==> config.mk <==
export PLATFORM = sky130hd
export DESIGN_NAME = gf180mcu_nand3_bist_ctrl
export DESIGN_NICKNAME = d
export VERILOG_FILES = /design/src/rtl/gf180mcu_nand3_bist_ctrl.sv
export SDC_FILE = /design/constraint.sdc
export NUM_CORES = 1
export LEC_CHECK = 0
export ABC_AREA = 1
export CAP_MARGIN = 10
export CORE_MARGIN = 5
export CORE_UTILIZATION = 55
export DETAILED_ROUTE_END_ITERATION = 8
export GPL_ROUTABILITY_DRIVEN = 0
export PLACE_DENSITY = 0.73
export SETUP_SLACK_MARGIN = 0.15
export SLEW_MARGIN = 20
export SYNTH_ARGS = -nofsm -noshare
export SYNTH_HDL_FRONTEND = slang
export SYNTH_SLANG_ARGS = --single-unit
==> constraint.sdc <==
create_clock -name CLK -period 4.53 [get_ports CLK]
set_input_delay 0.906 -clock CLK [delete_from_list [all_inputs] [get_ports CLK]]
set_output_delay 0.906 -clock CLK [all_outputs]
set_load 0.005 [all_outputs]
==> src/rtl/gf180mcu_nand3_bist_ctrl.sv <==
// gf180mcu_nand3_bist_ctrl
// Built-in self-test sequencer for a single NAND3 cell (A1/A2/A3 -> ZN).
// Each of the 8 input vectors is held for SETTLE_CYCLES cycles and then
// sampled for one cycle against the ideal NAND3 response. The whole
// 8-vector pass is repeated LOOPS times. The results are a pass flag, a
// saturating error count and the first failing vector.
// Optional build macro: BIST_GRAY_ORDER_EN. When it is defined, vectors are
// applied in Gray-code order so that one input toggles per step. When it is
// undefined, vectors are applied in plain binary order.
module gf180mcu_nand3_bist_ctrl #(
   parameter int SETTLE_CYCLES = 2,
   parameter int LOOPS         = 1,
   parameter int ERR_CNT_W     = 4
) (
   input  logic                 CLK,
   input  logic                 RST,
   input  logic                 START,
   output logic                 BUSY,
   output logic                 DONE,
   output logic                 PASS,
   output logic                 A1,
   output logic                 A2,
   output logic                 A3,
   input  logic                 ZN,
   output logic [ERR_CNT_W-1:0] ERR_CNT,
   output logic [2:0]           FAIL_VEC,
   output logic                 FAIL_VALID
);

   typedef enum logic [1:0] {
      ST_IDLE   = 2'd0,
      ST_SETTLE = 2'd1,
      ST_SAMPLE = 2'd2,
      ST_FIN    = 2'd3
   } state_t;

   localparam logic [7:0]           SETTLE_LOAD = 8'(SETTLE_CYCLES - 1);
   localparam logic [3:0]           LOOP_LAST   = 4'(LOOPS - 1);
   localparam logic [ERR_CNT_W-1:0] ERR_MAX     = {ERR_CNT_W{1'b1}};

   state_t      state_r;
   logic [7:0]  settle_cnt_r;
   logic [2:0]  idx_r;
   logic [3:0]  loop_r;
   logic [2:0]  vec_r;

   logic        expected_s;
   logic        mismatch_s;
   logic        last_vec_s;
   logic [2:0]  idx_next_s;

   // Map a vector index to the value applied on {A3,A2,A1}.
   function automatic logic [2:0] seq_vec(input logic [2:0] i);
`ifdef BIST_GRAY_ORDER_EN
      return i ^ {1'b0, i[2:1]};
`else
      return i;
`endif
   endfunction

   assign A1 = vec_r[0];
   assign A2 = vec_r[1];
   assign A3 = vec_r[2];

   // Ideal response, the mismatch decision (X/Z on ZN counts as a fail), and the next-index decode.
   always_comb begin
      expected_s = ~(vec_r[0] & vec_r[1] & vec_r[2]);
      mismatch_s = (ZN !== expected_s) ? 1'b1 : 1'b0;
      last_vec_s = ((idx_r == 3'd7) && (loop_r == LOOP_LAST)) ? 1'b1 : 1'b0;
      idx_next_s = idx_r + 3'd1;
   end

   // Sequencer FSM with all outputs registered.
   always_ff @(posedge CLK) begin
      if (RST) begin
         state_r      <= ST_IDLE;
         settle_cnt_r <= 8'd0;
         idx_r        <= 3'd0;
         loop_r       <= 4'd0;
         vec_r        <= 3'd0;
         BUSY         <= 1'b0;
         DONE         <= 1'b0;
         PASS         <= 1'b0;
         ERR_CNT      <= {ERR_CNT_W{1'b0}};
         FAIL_VEC     <= 3'd0;
         FAIL_VALID   <= 1'b0;
      end else begin
         case (state_r)
            ST_IDLE: begin
               DONE  <= 1'b0;
               vec_r <= 3'd0;
               if (START) begin
                  ERR_CNT      <= {ERR_CNT_W{1'b0}};
                  FAIL_VEC     <= 3'd0;
                  FAIL_VALID   <= 1'b0;
                  PASS         <= 1'b0;
                  idx_r        <= 3'd0;
                  loop_r       <= 4'd0;
                  vec_r        <= seq_vec(3'd0);
                  settle_cnt_r <= SETTLE_LOAD;
                  BUSY         <= 1'b1;
                  state_r      <= ST_SETTLE;
               end else begin
                  BUSY    <= 1'b0;
                  state_r <= ST_IDLE;
               end
            end
            ST_SETTLE: begin
               if (settle_cnt_r == 8'd0) begin
                  state_r <= ST_SAMPLE;
               end else begin
                  settle_cnt_r <= settle_cnt_r - 8'd1;
               end
            end
            ST_SAMPLE: begin
               if (mismatch_s) begin
                  if (ERR_CNT != ERR_MAX) begin
                     ERR_CNT <= ERR_CNT + {{(ERR_CNT_W-1){1'b0}}, 1'b1};
                  end
                  if (!FAIL_VALID) begin
                     FAIL_VEC   <= vec_r;
                     FAIL_VALID <= 1'b1;
                  end
               end
               if (last_vec_s) begin
                  BUSY    <= 1'b0;
                  DONE    <= 1'b1;
                  PASS    <= ((ERR_CNT == {ERR_CNT_W{1'b0}}) && !mismatch_s) ? 1'b1 : 1'b0;
                  vec_r   <= 3'd0;
                  state_r <= ST_FIN;
               end else begin
                  idx_r <= idx_next_s;
                  if (idx_r == 3'd7) begin
                     loop_r <= loop_r + 4'd1;
                  end
                  vec_r        <= seq_vec(idx_next_s);
                  settle_cnt_r <= SETTLE_LOAD;
                  state_r      <= ST_SETTLE;
               end
            end
            ST_FIN: begin
               DONE    <= 1'b0;
               BUSY    <= 1'b0;
               vec_r   <= 3'd0;
               idx_r   <= 3'd0;
               loop_r  <= 4'd0;
               state_r <= ST_IDLE;
            end
            default: begin
               BUSY    <= 1'b0;
               DONE    <= 1'b0;
               vec_r   <= 3'd0;
               state_r <= ST_IDLE;
            end
         endcase
      end
   end

endmodule

; Yosys cells after proc, flatten, opt, wreduce, memory -nomap -nowiden
; Cells that the tools add are included.
[word_totals]
in_bits = 4
out_inout_bits = 14
ff_bits = 31
latch_bits = 0
mem_bits_rw = 0
mem_bits_ro = 0
elab_cells = 90
n_memories = 0
[classes]
n_addsub = 4
n_div = 0
n_bitwise = 3
n_shift = 0
reduce_logical = 21
n_mux = 36
eq_ne = 15
magnitude_cmp = 0
n_mul = 0
[op_table]
columns = op, count
row1 = $mux W8, 3
row2 = $pmux W8 S3, 1
row3 = $mux W4, 5
row4 = $ne A2 B2 Y1 const B, 9
row5 = $reduce_and A4 Y1, 4
row6 = $mux W3, 5
row7 = $pmux W3 S2, 2
row8 = $pmux W4 S3, 1
row9 = $mux W1, 10
row10 = $pmux W3 S3, 1
row11 = $reduce_and A3 Y1, 3
row12 = $add A4 B1 Y4 const B, 2
row13 = $logic_not A4 Y1, 2
row14 = $logic_not A8 Y1, 1
row15 = $pmux W2 S4, 1
row16 = $pmux W4 S2, 1
row17 = $sub A8 B1 Y8 const B, 1
row18 = $pmux W1 S2, 3
row19 = $reduce_bool A3 Y1, 2
row20 = $eq A2 B2 Y1 const B, 2
row21 = $mux W2, 2
row22 = $ne A4 B4 Y1 const B, 1
row23 = $reduce_and A2 Y1, 2
row24 = $reduce_bool A2 Y1, 2
row25 = 11 further kinds, 13

; Depth between registers and ports, before layout
; Gate-level depths: netlist of the first run.
[depth]
word_depth = 10
depth_mapped = 11
ltp_nobuf = 11

; Worst setup path before layout of the first run
; No wires, ideal clock.
[synth_path]
path_type = input port to flip-flop
startpoint = in START
endpoint = reg FAIL_VEC[0]
t_arrival_ns = 1.555
setup_ns = 0.134
stages = 7
n_path_buf = 1
slack_ns = 2.842
required_time_ns = 4.396
path_cell_list = inv_1 nand2_1 o21a_1 buf_4 nand3_2 nand2_1 a21oi_1
[synth_between]
elab_chain_cells = 2
[synth_lines]
columns = element, line
row1 = start: declaration, 17  ; input logic START,
row2 = $ne A2 B2 Y1 (no source line), --
row3 = $reduce_and A4 Y1 (no source line), --
row4 = end signal: assignment, 121  ; FAIL_VEC <= vec_r;
row5 = end: declaration, 26  ; output logic [2:0] FAIL_VEC,
; Every way passes these cells.
; A chain may end at the register's enable or synchronous reset.

; Worst setup path in the final report of the first run
[layout_path]
startpoint = reg ERR_CNT[3]
endpoint = out ERR_CNT[3]
[layout_rtl]
columns = element, line
row1 = start: declaration, 25  ; output logic [ERR_CNT_W-1:0] ERR_CNT,
row2 = start signal: assignment, 84  ; ERR_CNT <= {ERR_CNT_W{1'b0}};
row3 = start signal: assignment, 93  ; ERR_CNT <= {ERR_CNT_W{1'b0}};
row4 = start signal: assignment, 118  ; ERR_CNT <= ERR_CNT + {{(ERR_CNT_W-1){1'b0}}, 1'b1};
; No word-level cell between the ends.

==> summary.log, run 1 <==
qor: status.status finished clean
qor: timing.report.final.hold_viol_count 0
qor: worst_setup_path.critical-path-top-delay-family buffers and inverters
qor: finish.layout.filler_cells 323
qor: clocking.cts_root_buffer clkbuf_4
qor: route.postRouteWirelength 3930 um
qor: placed_design.place.detailed.instances 329
qor: synthesis.synth_xor_xnor_area_share 0.941%
qor: timing.skew 0.0195 ns
qor: worst_setup_path.worst_path_max_delay_cell clkdlybuf4s50_1
qor: finish.final_core_utilization 64.4%
qor: timing.tightest_slew 0.708 ns
qor: timing.post-route-worst-setup-slack 2.31 ns
qor: synthesis.syn-cell-area 1860 sq um
qor: global_routing.grt_util_all_layers 19.6%
qor: worst_setup_path.cp_max_fo 6
qor: worst_setup_path.worstRegToRegCells 6
qor: clocking.tritoncts_num_sinks 31
qor: synthesis.yosys_register_bits 31
qor: clocking.clk_pin_slew 0.09 ns
qor: worst_setup_path.worst_ep_required_time 3.62 ns
qor: timing.drv_slew 0
qor: route.remaining_drc_errors 0
qor: synthesis.synth_simple_gate_area_share 37.9%
qor: synthesis.synth-compound-area-share 9.21%
qor: placed_design.place_hpwl 2840 um
qor: timing.period_needed 2.22 ns
qor: synthesis.post_synth.cell_area_avg 6.87 sq um
qor: floorplan.fp.coreArea 3310 sq um
qor: route.vias 1720
qor: finish.synthToLayoutAreaGrowth 14.7%
qor: finish.multi_input_comb_area 1070 sq um
qor: finish.design_area_final 2130 sq um
qor: finish.layout.nets 308
qor: flow_run.max-cap-violations 0
qor: route.drt_first_iter_violations 65
qor: floorplan.die_h 68.2 um
qor: timing.grt_setup_unrepaired false
qor: placed_design.dpl-instance-area 2060 sq um
qor: power_and_ir_drop.vdd_drop_max 0.000266 V
qor: power_and_ir_drop.post-layout-total-power 1.18 mW
qor: floorplan.initial_core_util 56.2%
qor: finish.ff_latch_area 621 sq um
qor: worst_setup_path.max_stage_delay 0.54 ns
qor: timing.timing.slew.headroom 52.8%
qor: synthesis.synthesis.nets 289
qor: timing.setup_viol 0
qor: global_routing.via_count_of_the_first_global_routing_pass 1528
qor: global_routing.global_route.overflow_total 0
qor: clocking.h_tree_depth 2
qor: floorplan.die_footprint 4650 sq um
qor: clocking.holdBufCountCts 0
qor: finish.diodes 0
qor: timing.fin_hold_ws 0.467 ns
qor: route.ratio_of_routed_vias_to_standard_cells 5.10
qor: global_routing.grt_first_pass_wirelength 6820 um
qor: timing.layout_worst_path_cycle_share 49.0%
qor: power_and_ir_drop.power_density 553 nW/um^2
qor: clocking.cts-resized-gates 0
qor: synthesis.synth_fa_ha_area_share 9.41%
qor: worst_setup_path.cp.buffers_inverters 1
qor: route.detailed_route_wire_length_per_cell 11.7 um
qor: worst_setup_path.cp_data_arrival_time 1.31 ns
qor: worst_setup_path.cp-end-kind output port
qor: placed_design.placement.setup.worst_slack 2.04 ns
qor: global_routing.grt_start_max_net_pins 24
qor: finish.final_cell_count_no_fill 337
qor: worst_setup_path.worstSetupPathType reg -> out
qor: global_routing.grt_antenna_before_repair 0
qor: floorplan.placement_rows 21
qor: clocking.tritoncts built
qor: worst_setup_path.path_depth 1
qor: synthesis.postSynthCellCount 271
qor: synthesis.synth_seq_area_share 33.4%
qor: floorplan.dieWidth 68.2 um
qor: placed_design.placement.io_buffers 17
qor: synthesis.synthDistinctLibCells 30
qor: clocking.cts_buffers 5
qor: finish.final_layout_size_suffix_gt1_share 8.93%
qor: floorplan.num_io_pins 18
qor: worst_setup_path.worstPathCellList clkdlybuf4s50_1
qor: synthesis.yosysWarningCount 0
qor: synthesis.synth_top_family_by_area simple AND/OR/NAND/NOR gates
qor: route.drtPass1Iterations 4
qor: clocking.cts_buffer_depth 2
qor: synthesis.synth_mux_area_share 0%
qor: power_and_ir_drop.p_leak 0.934 nW
qor: timing.timing.fmax 450 MHz
qor: route.postRouteAntennaNets 0
qor: clocking.postCtsSetupBuffers 0
qor: timing.setup_tns 0 ns
qor: hold_path.hold_path_class reg -> reg
qor: clocking.worst_skew_pair.late_latency 0.34 ns
qor: hold_path.hold-path-cell-count 2
qor: synthesis.synth_ff_type dfxtp_1
qor: synthesis.asyncSetResetFlopFracSynth 0%
qor: worst_setup_path.critPathLaunchType flop
qor: synthesis.synth-edff-count 0
-- cell type report --
class                   instances  share of cell area (%)
well taps                      46                    2.70
flip-flops and latches         31                    29.1
repair buffers                 18                    8.33
clock buffers                   8                    3.23
inverters                      37                    6.51
multi-input cells             197                    50.1
-- flip-flops by register name, indices dropped and copies added (netlist names) --
register,cells
ERR_CNT,4
FAIL_VALID,1
DONE,1
state_r,2
PASS,1
settle_cnt_r,8
idx_r,3
FAIL_VEC,3
BUSY,1
loop_r,4
vec_r,3
-- cell usage in the layout (no fill, tap or decap), types with 3 or more instances in the layout --
cell,instances
inv_1,32
clkdlybuf4s50_1,17
nor2_2,3
nor2_1,24
clkbuf_4,5
ha_1,14
nor2_4,4
a21oi_1,26
dfxtp_1,31
nand2_1,67
nand3_1,26
inv_2,4
o21ai_1,4
nand4_1,12
-- Yosys cell counts (3+ instances only) --
| cell | count | area, sq um |
|---|---|---|
| nor2_1 | 24 | 90.1 |
| nor2_2 | 3 | 18.8 |
| nand2_1 | 67 | 251 |
| o21ai_1 | 4 | 20.0 |
| inv_1 | 32 | 120 |
| nand4_1 | 12 | 75.1 |
| ha_1 | 14 | 175 |
| dfxtp_1 | 31 | 621 |
| nand3_1 | 26 | 130 |
| inv_2 | 4 | 15.0 |
| nor2_4 | 4 | 45.0 |
| a21oi_1 | 26 | 130 |
-- routing by layer --
layer  track usage (%)  wire length (um)  vias up
li1                  -                 -      915
met1              26.6              1880      762
met2              29.2              1750       36
met3              5.75               223        7
met4              6.95                72        0
met5                 0                 0        -
-- where the power goes --
| part | switching [mW] | internal [mW] |
|---|---|---|
| combinational | 0.382 | 0.226 |
| clock | 0.0941 | 0.0913 |
| sequential | 0.0574 | 0.329 |
-- worst paths after layout --
| check | endpoint | slack (ns) | startpoint |
|---|---|---|---|
| worst min-delay path | BUSY | 0.47 | BUSY |
| worst max-delay path | ERR_CNT[3] | 2.31 | ERR_CNT[3] |
| worst min register to register | BUSY | 0.47 | BUSY |
| worst max register to register | ERR_CNT[0] | 2.34 | state_r[0] |
-- cells by family (layout without fill, tap and decap cells) --
kind of cell	after synthesis	in the layout
XOR/XNOR	2	2
flip-flops	31	31
adder cells (fa/ha/maj)	14	14
buffers and inverters	43	63
AND/OR/NAND/NOR	148	148
AO/OA/AOI/OAI	33	33
-- worst min-delay path, stage by stage (launching register included) --
cell,delay (ns)
dfxtp_1,0.32
nand2_1,0.06
a21oi_1,0.05
Note: power is estimated with default switching activity, not from simulation.
==> inputs of run 2 (changes only) <==
--- a/config.mk
+++ b/config.mk
@@ -8,10 +8,10 @@
 export ABC_AREA = 1
 export CAP_MARGIN = 10
 export CORE_MARGIN = 5
-export CORE_UTILIZATION = 55
+export CORE_UTILIZATION = 51
 export DETAILED_ROUTE_END_ITERATION = 8
 export GPL_ROUTABILITY_DRIVEN = 0
-export PLACE_DENSITY = 0.73
+export PLACE_DENSITY = 0.71
 export SETUP_SLACK_MARGIN = 0.15
 export SLEW_MARGIN = 20
 export SYNTH_ARGS = -nofsm -noshare
==> constraint.sdc (replaced) <==
create_clock -name CLK -period 1.98 [get_ports CLK]
set_input_delay 0.396 -clock CLK [delete_from_list [all_inputs] [get_ports CLK]]
set_output_delay 0.396 -clock CLK [all_outputs]
set_load 0.005 [all_outputs]
==> run 2 against run 1 <==
Total power rose by 140%. Largest cell class unchanged. Design area is 2.9% higher. Critical path depth grew 10. First-iteration DRC count up 63%. Critical path type is now reg -> reg. Wire length grew 6.2%. Via count grew 1.3%. Clock power is 140% higher. Hold slack worse by 0.0044 ns. Setup slack got worse by 2.0 ns. Clock skew down 0.010 ns. Sequential power rose by 130%.
==> summary.log, run 2 (synthesis results as in run 1) <==
qor: worst_setup_path.worstPathCellList ha_1 > ha_1 > nand2_1 > inv_1 > nand3_2 > nand2_2 > nor2_4 > buf_12 > nand2_4 > nand2_1 > a21oi_2
qor: placed_design.place.detailed.instances 333
qor: clocking.tritoncts built
qor: worst_setup_path.worst_path_max_delay_cell dfxtp_1
qor: placed_design.placement.setup.worst_slack 0.0637 ns
qor: worst_setup_path.worstSetupPathType reg -> reg
qor: finish.layout.filler_cells 359
qor: timing.period_needed 1.71 ns
qor: power_and_ir_drop.post-layout-total-power 2.82 mW
qor: timing.layout_worst_path_cycle_share 86.3%
qor: power_and_ir_drop.vdd_drop_max 0.000558 V
qor: finish.largest_register settle_cnt_r
qor: global_routing.via_count_of_the_first_global_routing_pass 1675
qor: timing.timing.slew.headroom 76.9%
qor: floorplan.initial_core_util 51.6%
qor: finish.final_common_cell nand2_1
qor: floorplan.die_footprint 4960 sq um
qor: worst_setup_path.cp_max_fo 7
qor: worst_setup_path.worst_ep_required_time 2.14 ns
qor: timing.drv_slew 0
qor: finish.final_core_utilization 60.9%
qor: worst_setup_path.regToRegStartpoint idx_r[0]
qor: power_and_ir_drop.power_density 1290 nW/um^2
qor: global_routing.grt_util_all_layers 17.4%
qor: power_and_ir_drop.p_leak 0.958 nW
qor: route.remaining_drc_errors 0
qor: worst_setup_path.critPathLaunchType flop
qor: finish.design_area_final 2190 sq um
qor: timing.setup_viol 0
qor: timing.timing.fmax 585 MHz
qor: hold_path.timing.hold.worst_endpoint FAIL_VEC[0]
qor: route.ratio_of_routed_vias_to_standard_cells 5.09
qor: worst_setup_path.worstRegToRegCells 11
qor: clocking.h_tree_depth 2
qor: placed_design.placement.io_buffers 17
qor: route.vias 1742
qor: timing.tightest_slew 0.346 ns
qor: route.drt_first_iter_violations 106
qor: timing.grt_setup_unrepaired false
qor: hold_path.hold_path_class reg -> reg
qor: finish.synthToLayoutAreaGrowth 18.0%
qor: floorplan.dieWidth 70.4 um
qor: worst_setup_path.worst_r2r_endpoint settle_cnt_r[5]
qor: finish.layout.nets 313
qor: floorplan.fp.coreArea 3610 sq um
qor: global_routing.global_route.overflow_total 0
qor: worst_setup_path.r2r_slack 0.27 ns
qor: placed_design.dpl-instance-area 2080 sq um
qor: placed_design.place_hpwl 2980 um
qor: finish.diodes 0
qor: route.postRouteWirelength 4170 um
qor: finish.highest_count_cells_in_the_layout_ignoring_fill_and_taps 67 x nand2_1, 32 x inv_1, 29 x dfxtp_1
qor: timing.fin_hold_ws 0.463 ns
qor: worst_setup_path.cp.buffers_inverters 2
qor: route.detailed_route_wire_length_per_cell 12.2 um
qor: finish.top_regs settle_cnt_r (8), ERR_CNT (4), loop_r (4)
qor: floorplan.num_io_pins 18
qor: worst_setup_path.critical-path-top-delay-family simple AND/OR/NAND/NOR gates
qor: timing.post-route-worst-setup-slack 0.272 ns
qor: clocking.clk_pin_slew 0.06 ns
qor: clocking.cts_root_buffer clkbuf_8
qor: worst_setup_path.cp-end-kind flop
qor: timing.setup_tns 0 ns
qor: route.postRouteAntennaNets 0
qor: route.drtPass1Iterations 4
qor: global_routing.grt_first_pass_wirelength 7070 um
qor: clocking.worst_skew_pair.late_latency 0.28 ns
qor: clocking.cts_buffer_depth 2
qor: hold_path.hp-start FAIL_VEC[0]
qor: flow_run.max-cap-violations 0
qor: worst_setup_path.max_stage_delay 0.33 ns
qor: worst_setup_path.cp_data_arrival_time 1.86 ns
qor: global_routing.grt_start_max_net_pins 23
qor: status.status finished clean
qor: finish.max_reg_flops 8
qor: floorplan.die_h 70.4 um
qor: finish.final_cell_count_no_fill 342
qor: timing.report.final.hold_viol_count 0
qor: timing.skew 0.00934 ns
qor: global_routing.grt_antenna_before_repair 0
qor: clocking.tritoncts_num_sinks 31
qor: floorplan.placement_rows 22
qor: hold_path.hold-path-cell-count 2
qor: finish.final_layout_size_suffix_gt1_share 11.2%
qor: clocking.holdBufCountCts 0
qor: clocking.cts_buffers 5
[run 2: worst max path at each step]
stage / cells after the start / slack [ns] / from / end
after detailed placement: 7 / 0.06 / START / ERR_CNT[0]
after CTS: 7 / 0.24 / state_r[0] / loop_r[0]
after global placement: 7 / 0.1 / START / ERR_CNT[0]
after floorplan: 9 / 0.46 / state_r[0] / loop_r[0]
after global routing: 10 / 0.16 / idx_r[0] / settle_cnt_r[3]
final: 11 / 0.27 / idx_r[0] / settle_cnt_r[5]
[run 2: final cells by class]
| class | count | area (sq um) | area share, % |
|---|---|---|---|
| inverters | 37 | 139 | 6.33 |
| clock buffers | 6 | 72.6 | 3.31 |
| well taps | 48 | 60.1 | 2.74 |
| flip-flops and latches | 31 | 623 | 28.4 |
| multi-input cells | 198 | 1080 | 49.2 |
| repair buffers | 22 | 220 | 10.0 |
[run 2: per-layer routing]
| metal | global-route usage [%] | vias up | part of all wire [%] | routed length (um) |
|---|---|---|---|---|
| met5 | 0 | - | 0 | 0 |
| met4 | 7.02 | 0 | 1.6 | 68 |
| met3 | 4.89 | 7 | 2.7 | 113 |
| met2 | 29.1 | 19 | 47 | 1960 |
| met1 | 20.8 | 797 | 49 | 2040 |
| li1 | - | 919 | - | - |
[run 2: worst reg2reg max path, stage by stage, from the launching register on]
cell	delay, ns
dfxtp_1	0.33
ha_1	0.20
ha_1	0.18
nand2_1	0.07
inv_1	0.05
nand3_2	0.09
nand2_2	0.12
nor2_4	0.21
buf_12	0.14
nand2_4	0.07
nand2_1	0.08
a21oi_2	0.05
[run 2: timing repair]
action	4_1_cts	5_1_grt
setup endpoints to repair	1	17
resized for setup	1	4
pin swaps	0	2
gates cloned	0	1
buffers inserted	0	2
[run 2: power by group]
part	internal [mW]	leakage [nW]	switching [mW]
Sequential	0.758	0.253	0.133
Clock	0.234	0.0371	0.208
Combinational	0.588	0.668	0.900
==> inputs of run 3 (changes only) <==
--- a/config.mk
+++ b/config.mk
@@ -8,12 +8,12 @@
 export ABC_AREA = 1
 export CAP_MARGIN = 10
 export CORE_MARGIN = 5
-export CORE_UTILIZATION = 51
+export CORE_UTILIZATION = 45
 export DETAILED_ROUTE_END_ITERATION = 8
 export GPL_ROUTABILITY_DRIVEN = 0
-export PLACE_DENSITY = 0.71
+export PLACE_DENSITY = 0.64
 export SETUP_SLACK_MARGIN = 0.15
-export SLEW_MARGIN = 20
+export SLEW_MARGIN = 0
 export SYNTH_ARGS = -nofsm -noshare
 export SYNTH_HDL_FRONTEND = slang
 export SYNTH_SLANG_ARGS = --single-unit
==> run 3 against run 2 <==
Die area increased by 11%. Design area rose by 2.2%. Sequential power shrank 0.4%. Clock-buffer cell count rose by 2. Highest routed layer unchanged. Combinational power about the same.
==> summary.log, run 3 (synthesis results as in run 1) <==
qor: status.status finished clean
qor: timing.setup_tns 0 ns
qor: finish.diodes 0
qor: worst_setup_path.worstSetupPathType reg -> reg
qor: floorplan.num_io_pins 18
qor: clocking.worst_skew_pair.late_latency 0.28 ns
qor: clocking.tritoncts_num_sinks 31
qor: timing.period_needed 1.70 ns
qor: clocking.holdBufCountCts 0
qor: finish.final_layout_size_suffix_gt1_share 12.4%
qor: finish.synthToLayoutAreaGrowth 20.6%
qor: floorplan.fp.coreArea 4000 sq um
qor: timing.skew 0.00417 ns
qor: route.drtPass1Iterations 4
qor: worst_setup_path.worstPathCellList ha_1 > ha_1 > nand2_1 > inv_1 > nand3_2 > nand2_4 > nor2_4 > buf_4 > nand3_1 > nand2_1 > a21oi_1
qor: floorplan.initial_core_util 46.5%
qor: finish.top_regs settle_cnt_r (8), ERR_CNT (4), loop_r (4)
qor: clocking.cts_buffers 5
qor: route.remaining_drc_errors 0
qor: timing.timing.fmax 588 MHz
qor: global_routing.global_route.overflow_total 0
qor: worst_setup_path.cp-end-kind flop
qor: clocking.cts_root_buffer clkbuf_8
qor: power_and_ir_drop.p_leak 0.984 nW
qor: route.ratio_of_routed_vias_to_standard_cells 5.04
qor: hold_path.hold_path_class reg -> reg
qor: timing.layout_worst_path_cycle_share 85.9%
qor: clocking.tritoncts built
qor: route.detailed_route_wire_length_per_cell 12.1 um
qor: clocking.h_tree_depth 2
qor: route.postRouteWirelength 4230 um
qor: finish.final_common_cell nand2_1
qor: timing.drv_slew 0
qor: clocking.cts_buffer_depth 2
qor: finish.highest_count_cells_in_the_layout_ignoring_fill_and_taps 67 x nand2_1, 32 x inv_1, 30 x dfxtp_1
qor: power_and_ir_drop.vdd_drop_max 0.000513 V
qor: worst_setup_path.regToRegStartpoint idx_r[0]
qor: worst_setup_path.critPathLaunchType flop
qor: worst_setup_path.worst_ep_required_time 2.15 ns
qor: timing.timing.slew.headroom 75.5%
qor: timing.setup_viol 0
qor: worst_setup_path.cp_max_fo 5
qor: floorplan.die_footprint 5520 sq um
qor: floorplan.die_h 74.3 um
qor: worst_setup_path.worst_path_max_delay_cell dfxtp_1
qor: floorplan.placement_rows 23
qor: route.postRouteAntennaNets 0
qor: global_routing.grt_antenna_before_repair 0
qor: global_routing.via_count_of_the_first_global_routing_pass 1696
qor: hold_path.hp-start DONE
qor: timing.grt_setup_unrepaired false
qor: worst_setup_path.cp_data_arrival_time 1.87 ns
qor: power_and_ir_drop.post-layout-total-power 2.96 mW
qor: route.vias 1760
qor: flow_run.max-cap-violations 0
qor: finish.final_core_utilization 56.1%
qor: finish.max_reg_flops 8
qor: worst_setup_path.startpoint idx_r[0]
qor: global_routing.grt_util_all_layers 17.3%
qor: power_and_ir_drop.power_density 1320 nW/um^2
qor: global_routing.grt_first_pass_wirelength 7420 um
qor: timing.report.final.hold_viol_count 0
qor: placed_design.placement.io_buffers 17
qor: finish.largest_register settle_cnt_r
qor: finish.layout.nets 316
qor: floorplan.dieWidth 74.3 um
qor: worst_setup_path.max_stage_delay 0.33 ns
qor: placed_design.place_hpwl 3010 um
qor: clocking.clk_pin_slew 0.06 ns
qor: route.drt_first_iter_violations 70
qor: timing.tightest_slew 0.368 ns
qor: timing.fin_hold_ws 0.461 ns
qor: global_routing.grt_start_max_net_pins 14
[run 3: cell count changes in the layout (fill, tap and decap cells not counted)]
| cell | previous run | this run |
|---|---|---|
| buf_12 | 1 | 0 |
| nor2_2 | 4 | 3 |
| nor2_4 | 4 | 5 |
| or2_0 | 0 | 1 |
| or2_1 | 1 | 0 |
| dfxtp_1 | 29 | 30 |
| clkbuf_8 | 5 | 7 |
| nand2_2 | 2 | 1 |
| buf_4 | 4 | 8 |
| nand2_4 | 2 | 3 |
| dfxtp_2 | 2 | 1 |
[run 3: stage by stage]
step / std cells / setup WS (ns) / instance area [sq um]
after CTS: 346 / 0.232 / 2210
after global routing: 349 / 0.155 / 2240
after floorplan: 271 / 0.463 / 1860
after detailed placement: 338 / 0.157 / 2110
final: 349 / 0.279 / 2240
after global placement: 338 / 0.187 / 2110
[run 3: metal layers]
layer	GRT usage, %	share of wire [%]	up-vias
li1	-	-	927
met1	24.1	51	793
met2	26.2	42	32
met3	3.38	4.8	8
met4	7.11	1.9	0
met5	0	0	-
[run 3: layout make-up]
class | instances | area (sq um)
repair buffers | 25 | 230
flip-flops and latches | 31 | 622
inverters | 37 | 139
well taps | 50 | 62.6
clock buffers | 8 | 100
fillers | 418 | 1760
multi-input cells | 198 | 1090
[run 3: final timing paths]
kind / end / slack (ns) / cells past startpoint
setup / recovery: settle_cnt_r[0] / 0.28 / 11
hold reg to reg: DONE / 0.46 / 2
setup reg to reg: settle_cnt_r[0] / 0.28 / 11
hold / removal: DONE / 0.46 / 2
[run 3: timing repair]
action | CTS | global route
setup endpoints to repair | 0 | 20
gates resized for setup | 0 | 5
setup buffers | 0 | 2
[run 3: where the power goes]
part,internal [mW],total (mW),switching (mW)
sequential,0.755,0.887,0.132
clock,0.317,0.553,0.236
combinational,0.601,1.52,0.919
[run 3: worst max-delay path: cells and delay by family (launching register included)]
kind / cells / cell delay, ns
AND/OR/NAND/NOR: 6 / 0.60
flip-flops: 1 / 0.33
buffers and inverters: 2 / 0.23
AO/OA/AOI/OAI: 1 / 0.04
adder cells (fa/ha/maj): 2 / 0.39
